<file path="src/rtl/ifu_npc.sv">
`default_nettype none
// ============================================================================
// Module   : ifu_npc
// Brief    : MIPS instruction fetch unit. It holds the PC, fetches over a
//            req/ready handshake and forms the next PC for +4, beq, j/jal and jr.
// Revision : 1.0 - initial release
// ============================================================================
module ifu_npc #(
    parameter logic [31:0] PC_RESET = 32'h0000_3000,
    parameter int          CNT_W    = 32
) (
    input  logic             clk,
    input  logic             reset,
    input  logic [1:0]       npc_sel,
    input  logic             zero,
    input  logic [31:0]      ra_data,
    input  logic             stall,
    input  logic             imem_ready,
    input  logic [31:0]      imem_rdata,
    output logic             imem_req,
    output logic [31:0]      imem_addr,
    output logic [31:0]      instr,
    output logic             instr_valid,
    output logic [31:0]      pc,
    output logic [31:0]      pc_plus4,
    output logic             fetch_err,
    output logic [CNT_W-1:0] issue_cnt
);

    localparam logic [1:0] c_SEL_SEQ = 2'b00;
    localparam logic [1:0] c_SEL_BEQ = 2'b01;
    localparam logic [1:0] c_SEL_J   = 2'b10;

    typedef enum logic [1:0] {
        ST_REQ   = 2'b00,
        ST_ISSUE = 2'b01,
        ST_HALT  = 2'b10
    } state_t;

    state_t           r_state;
    state_t           w_state_nx;
    logic [31:0]      w_pc_nx;
    logic [31:0]      w_instr_nx;
    logic             w_err_nx;
    logic [CNT_W-1:0] w_cnt_nx;
    logic [31:0]      w_npc;
    logic [31:0]      w_branch_off;

    assign pc_plus4     = pc + 32'd4;
    assign imem_addr    = pc;
    assign w_branch_off = {{14{instr[15]}}, instr[15:0], 2'b00};

    always_comb begin
        w_npc = pc_plus4;
        case (npc_sel)
            c_SEL_SEQ: w_npc = pc_plus4;
            c_SEL_BEQ: w_npc = zero ? (pc_plus4 + w_branch_off) : pc_plus4;
            c_SEL_J:   w_npc = {pc_plus4[31:28], instr[25:0], 2'b00};
            default:   w_npc = ra_data;
        endcase
    end

    always_comb begin
        w_state_nx  = r_state;
        w_pc_nx     = pc;
        w_instr_nx  = instr;
        w_err_nx    = fetch_err;
        w_cnt_nx    = issue_cnt;
        imem_req    = 1'b0;
        instr_valid = 1'b0;
        case (r_state)
            ST_REQ: begin
                // Gated by reset so the request drops the instant reset asserts.
                imem_req = ~reset;
                if (imem_ready) begin
                    w_instr_nx = imem_rdata;
                    w_state_nx = ST_ISSUE;
                end
            end
            ST_ISSUE: begin
                instr_valid = 1'b1;
                if (!stall) begin
                    w_pc_nx  = w_npc;
                    w_cnt_nx = issue_cnt + CNT_W'(1);
                    if (w_npc[1:0] != 2'b00) begin
                        w_err_nx   = 1'b1;
                        w_state_nx = ST_HALT;
                    end else begin
                        w_state_nx = ST_REQ;
                    end
                end
            end
            default: begin
                w_state_nx = ST_HALT;
            end
        endcase
    end

    always_ff @(posedge clk or posedge reset) begin
        if (reset) begin
            r_state   <= ST_REQ;
            pc        <= PC_RESET;
            instr     <= 32'd0;
            fetch_err <= 1'b0;
            issue_cnt <= '0;
        end else begin
            r_state   <= w_state_nx;
            pc        <= w_pc_nx;
            instr     <= w_instr_nx;
            fetch_err <= w_err_nx;
            issue_cnt <= w_cnt_nx;
        end
    end

endmodule
`default_nettype wire

</file>
<file path="config.mk">
export PLATFORM = sky130hd
export DESIGN_NAME = ifu_npc
export DESIGN_NICKNAME = d
export VERILOG_FILES = /design/src/rtl/ifu_npc.sv
export SDC_FILE = /design/constraint.sdc
export NUM_CORES = 1
export LEC_CHECK = 0
export CORE_UTILIZATION = 43
export CTS_CLUSTER_SIZE = 12
export DETAILED_ROUTE_END_ITERATION = 10
export PLACE_DENSITY_LB_ADDON = 0.15
export SLEW_MARGIN = 20
export SYNTH_ARGS = -nofsm -noshare
export SYNTH_HDL_FRONTEND = slang
export SYNTH_SLANG_ARGS = --single-unit
</file>
<file path="constraint.sdc">
create_clock -name clk -period 3.7 [get_ports clk]
set_input_delay 0.74 -clock clk [delete_from_list [all_inputs] [get_ports clk]]
set_output_delay 0.74 -clock clk [all_outputs]
set_load 0.02 [all_outputs]
</file>
==> results.py <==
metrics = {
    "setup_path": {
        "reg2reg_from": "imem_addr[13]",
        "path_cells": "nand4_4 -> nor4_4 -> buf_4 -> and2b_1 -> buf_4 -> nand2_1 -> xnor2_1 -> ha_2 -> a21oi_2 -> o21ai_2 -> or3_4 -> a2111oi_4 -> buf_4 -> o32ai_2 -> xor2_1 -> a32oi_1 -> o31ai_2",
        "crit_slowest_cell": "dfstp_2",
        "cp.required_ps": 3920,
        "r2r_cells": 17,
        "cp.arrival_ps": 3850,
        "worstSetupEndpoint": "imem_addr[31]",
        "crit_path_frequent_cell": "buf_4",
        "crit_fanout": 3,
        "endpoint_kind": "flop",
        "worst-setup-path-type": "flop to flop",
        "critPathMaxStageDelay_ps": 560,
        "worstSetupStartpointType": "flop",
        "worstReg2RegEnd": "imem_addr[31]",
        "rrSetupSlack_ps": 70,
        "crit_path_start": "imem_addr[13]",
    },
    "cells_and_area": {
        "drive_above_1_share": 0.2128,
        "area_growth_pct": 47.54,
        "diodes": 0,
        "seq_area_um2": 2491,
        "multi_input_area_um2": 4566,
        "fillerInstances": 1351,
        "fin_area_um2": 10650,
        "nets": 1143,
    },
    "grt": {
        "grt_max_degree": 52,
        "grt_pass1_wl_um": 35480,
        "grt_pass1_vias": 6540,
        "antenna_found_initial": 0,
        "grt-ovfl-total": 0,
        "grtUsageTotal": 0.2598,
    },
    "pwr": {
        "power.share.clock": 0.094,
        "p_switching_mw": 4.765,
        "peakVddDrop_uv": 460.7,
        "sw_frac_of_total": 0.4638,
        "combPwrFrac": 0.720,
        "power.static_leakage_nw": 4.509,
        "p_total_mw": 10.27,
        "p_per_area_nw_per_um2": 964.8,
        "p_int_mw": 5.508,
        "power.share.sequential": 0.185,
    },
    "timing": {
        "finalHoldViolCount": 0,
        "worst_slack_ps": 70.85,
        "relSlewSlack": 0.3998,
        "worst_pin_slew_ps": 897.2,
        "fin_crit_ps": 3629,
        "fin_skew_ps": 11.56,
        "fmax_mhz": 275.5,
        "period_share": 0.9809,
        "rsz0062_at_grt": "true",
        "setup_viol": 0,
        "report.final.slew_viol_count": 0,
    },
    "synthesis": {
        "ys_ff_latch": 99,
        "synth_edf_count": 0,
        "ys_types": 76,
        "yosysSeqAreaShare": 0.3436,
        "synthArstFlopShare": 1.000,
        "synth_flop_cell": "dfrtp_1",
        "syn_inst": 776,
        "syn_area_um2": 7217,
        "yosys_warnings": 0,
        "syn_avg_cell_area_um2": 9.300,
        "syn_nets": 881,
    },
    "floorplan": {
        "die_w_um": 131.6,
        "io_pins": 234,
        "core_um2": 16120,
        "initial_core_util": 0.4478,
        "fp.dieH_um": 131.6,
        "rows": 46,
        "dieArea_um2": 17310,
    },
    "clock_tree": {
        "clockBufferDepth": 2,
        "path_clk_slew_ps": 80,
        "cts_tree": "built",
        "cts.sinks": 99,
        "clock_latency_ps": 360,
        "cts-root-buf": "clkbuf_16",
        "htree_levels": 3,
        "cts_buffers": 9,
    },
    "hold_path": {
        "hp-class": "flop to flop",
        "min_from": "issue_cnt[31]",
    },
    "route": {
        "drt-wirelength-per-cell_um": 18.07,
        "wl_um": 22760,
        "vias_per_cell": 5.419,
        "drc": 0,
        "ant_nets": 0,
        "drtPass1Iterations": 5,
        "vias": 6823,
        "first_iter_violations": 398,
    },
    "placement": {
        "pre_cts_slack_ps": -78.13,
        "dp_hpwl_um": 17190,
        "place.gp.congestion": 0.9665,
        "port-buffer-count": 233,
        "placed_cell_area_um2": 10170,
    },
    "job": {
        "cap_viol_max_count": 0,
    },
    "status": {
        "status": "finished clean",
    },
}
==> layout by cell type (no fill, tap or decap), types with 6 or more instances in the layout <==
cell,n
nand3_1,30
mux2i_1,26
ha_1,26
dfrtp_1,88
a211oi_1,11
inv_1,17
buf_4,79
mux2_2,38
clkdlybuf4s50_1,231
dfrtp_2,9
xnor2_1,46
nor3_1,7
clkbuf_16,9
xor2_1,20
a21o_1,11
nand4_1,13
o21ai_0,36
nor2_1,58
a21oi_1,32
and3_1,13
o21a_1,10
a221oi_1,6
nand2_1,76
==> layout make-up <==
cell class / instances / share of cell area
clock buffer: 9 / 0.02115
clock inverter: 7 / 0.007403
inverter: 18 / 0.006581
multi-input combinational: 596 / 0.4288
sequential: 99 / 0.2340
tap: 216 / 0.02538
timing repair buffer: 314 / 0.2767
==> worst max-delay path, delay by kind of cell, from the launching register on <==
kind / cells / cell delay (ps)
fa+ha+maj: 1 / 220
flops: 1 / 560
xor+xnor: 2 / 340
simple gates: 5 / 870
buf+inv: 3 / 470
compound gates: 6 / 1020
==> stage by stage <==
stage | util | setup TNS [ps] | hold slack [ps] | std cells
6_report | 0.6607 | 0 | 473.3 | 1259
5_1_grt | 0.6607 | -118.2 | 491.9 | 1259
4_1_cts | 0.6508 | 0 | 474.7 | 1253
3_5_place_dp | 0.6314 | -78.13 | 452.8 | 1236
3_3_place_gp | 0.6314 | 0 | 454.8 | 1236
2_1_floorplan | - | 0 | 547.4 | 776
==> routing by layer <==
| metal | part of all wire | wire, µm | GRT usage |
|---|---|---|---|
| met1 | 0.45 | 10140 | 0.3364 |
| met2 | 0.48 | 10990 | 0.4453 |
| met3 | 0.057 | 1292 | 0.04745 |
| met4 | 0.015 | 335 | 0.06266 |
| met5 | 0 | 0 | 0 |
==> synthesized netlist by cell type, types with 4 or more instances <==
cell type | count | share of area
inv_1 | 18 | 0.0094
a21oi_1 | 36 | 0.025
o21ai_1 | 4 | 0.0028
a21o_1 | 11 | 0.011
clkbuf_1 | 23 | 0.012
dfrtp_1 | 97 | 0.34
mux2_2 | 38 | 0.059
nor3_1 | 8 | 0.0055
mux2i_1 | 26 | 0.036
a221oi_1 | 6 | 0.0073
o211ai_1 | 4 | 0.0042
o21a_1 | 10 | 0.010
nand2b_1 | 5 | 0.0043
and3_1 | 14 | 0.012
and4_1 | 6 | 0.0073
nor2b_1 | 6 | 0.0052
nand3_1 | 31 | 0.021
xnor2_1 | 53 | 0.064
a211oi_1 | 11 | 0.011
o21ai_0 | 38 | 0.026
nor2_1 | 60 | 0.031
buf_4 | 34 | 0.035
xor2_1 | 25 | 0.030
nand2_1 | 79 | 0.041
nand4_1 | 13 | 0.011
o22ai_1 | 4 | 0.0035
ha_1 | 33 | 0.057
==> registers in the layout, summed over array words and instances, names as in the netlist <==
name,flops
imem_addr,32
issue_cnt,32
fetch_err,1
instr,32
r_state,2
==> power by group through the flow <==
| stage | registers [mW] | logic, mW | clock network, mW |
|---|---|---|---|
| 6_report | 1.90 | 7.40 | 0.969 |
| 5_1_grt | 1.96 | 7.92 | 1.03 |
| 4_1_cts | 1.90 | 7.18 | 0.993 |
| 3_5_place_dp | 1.91 | 7.13 | 0 |
| 3_3_place_gp | 1.90 | 7.11 | 0 |
| 2_1_floorplan | 2.42 | 3.99 | 0 |
==> kinds of logic after synthesis <==
kind of cell	after synthesis	synth area share
muxes	64	0.09535
adders and majority gates	34	0.05999
AOI/OAI and AO/OA	173	0.1753
xor gates and xnor gates	78	0.09466
and+or+nand+nor	247	0.1708
buffers and inverters	81	0.06033
DFF	99	0.3436
==> how the worst min path moves through the flow <==
stage	end	slack (ps)	depth (start not counted)
2_1_floorplan	r_state[1]	550	1
5_1_grt	issue_cnt[31]	490	1
4_1_cts	issue_cnt[31]	470	1
3_3_place_gp	fetch_err	450	1
3_5_place_dp	fetch_err	450	1
6_report	issue_cnt[31]	470	1
==> what timing repair did <==
item | 4_1_cts | 5_1_grt
hold endpoints to repair | 0 | 0
pin swaps | 1 | 20
gates resized for setup | 1 | 31
buffers inserted | 1 | 6
hold buffers | 0 | 0
setup endpoints to repair | 1 | 10
(Power assumes the default switching activity.)
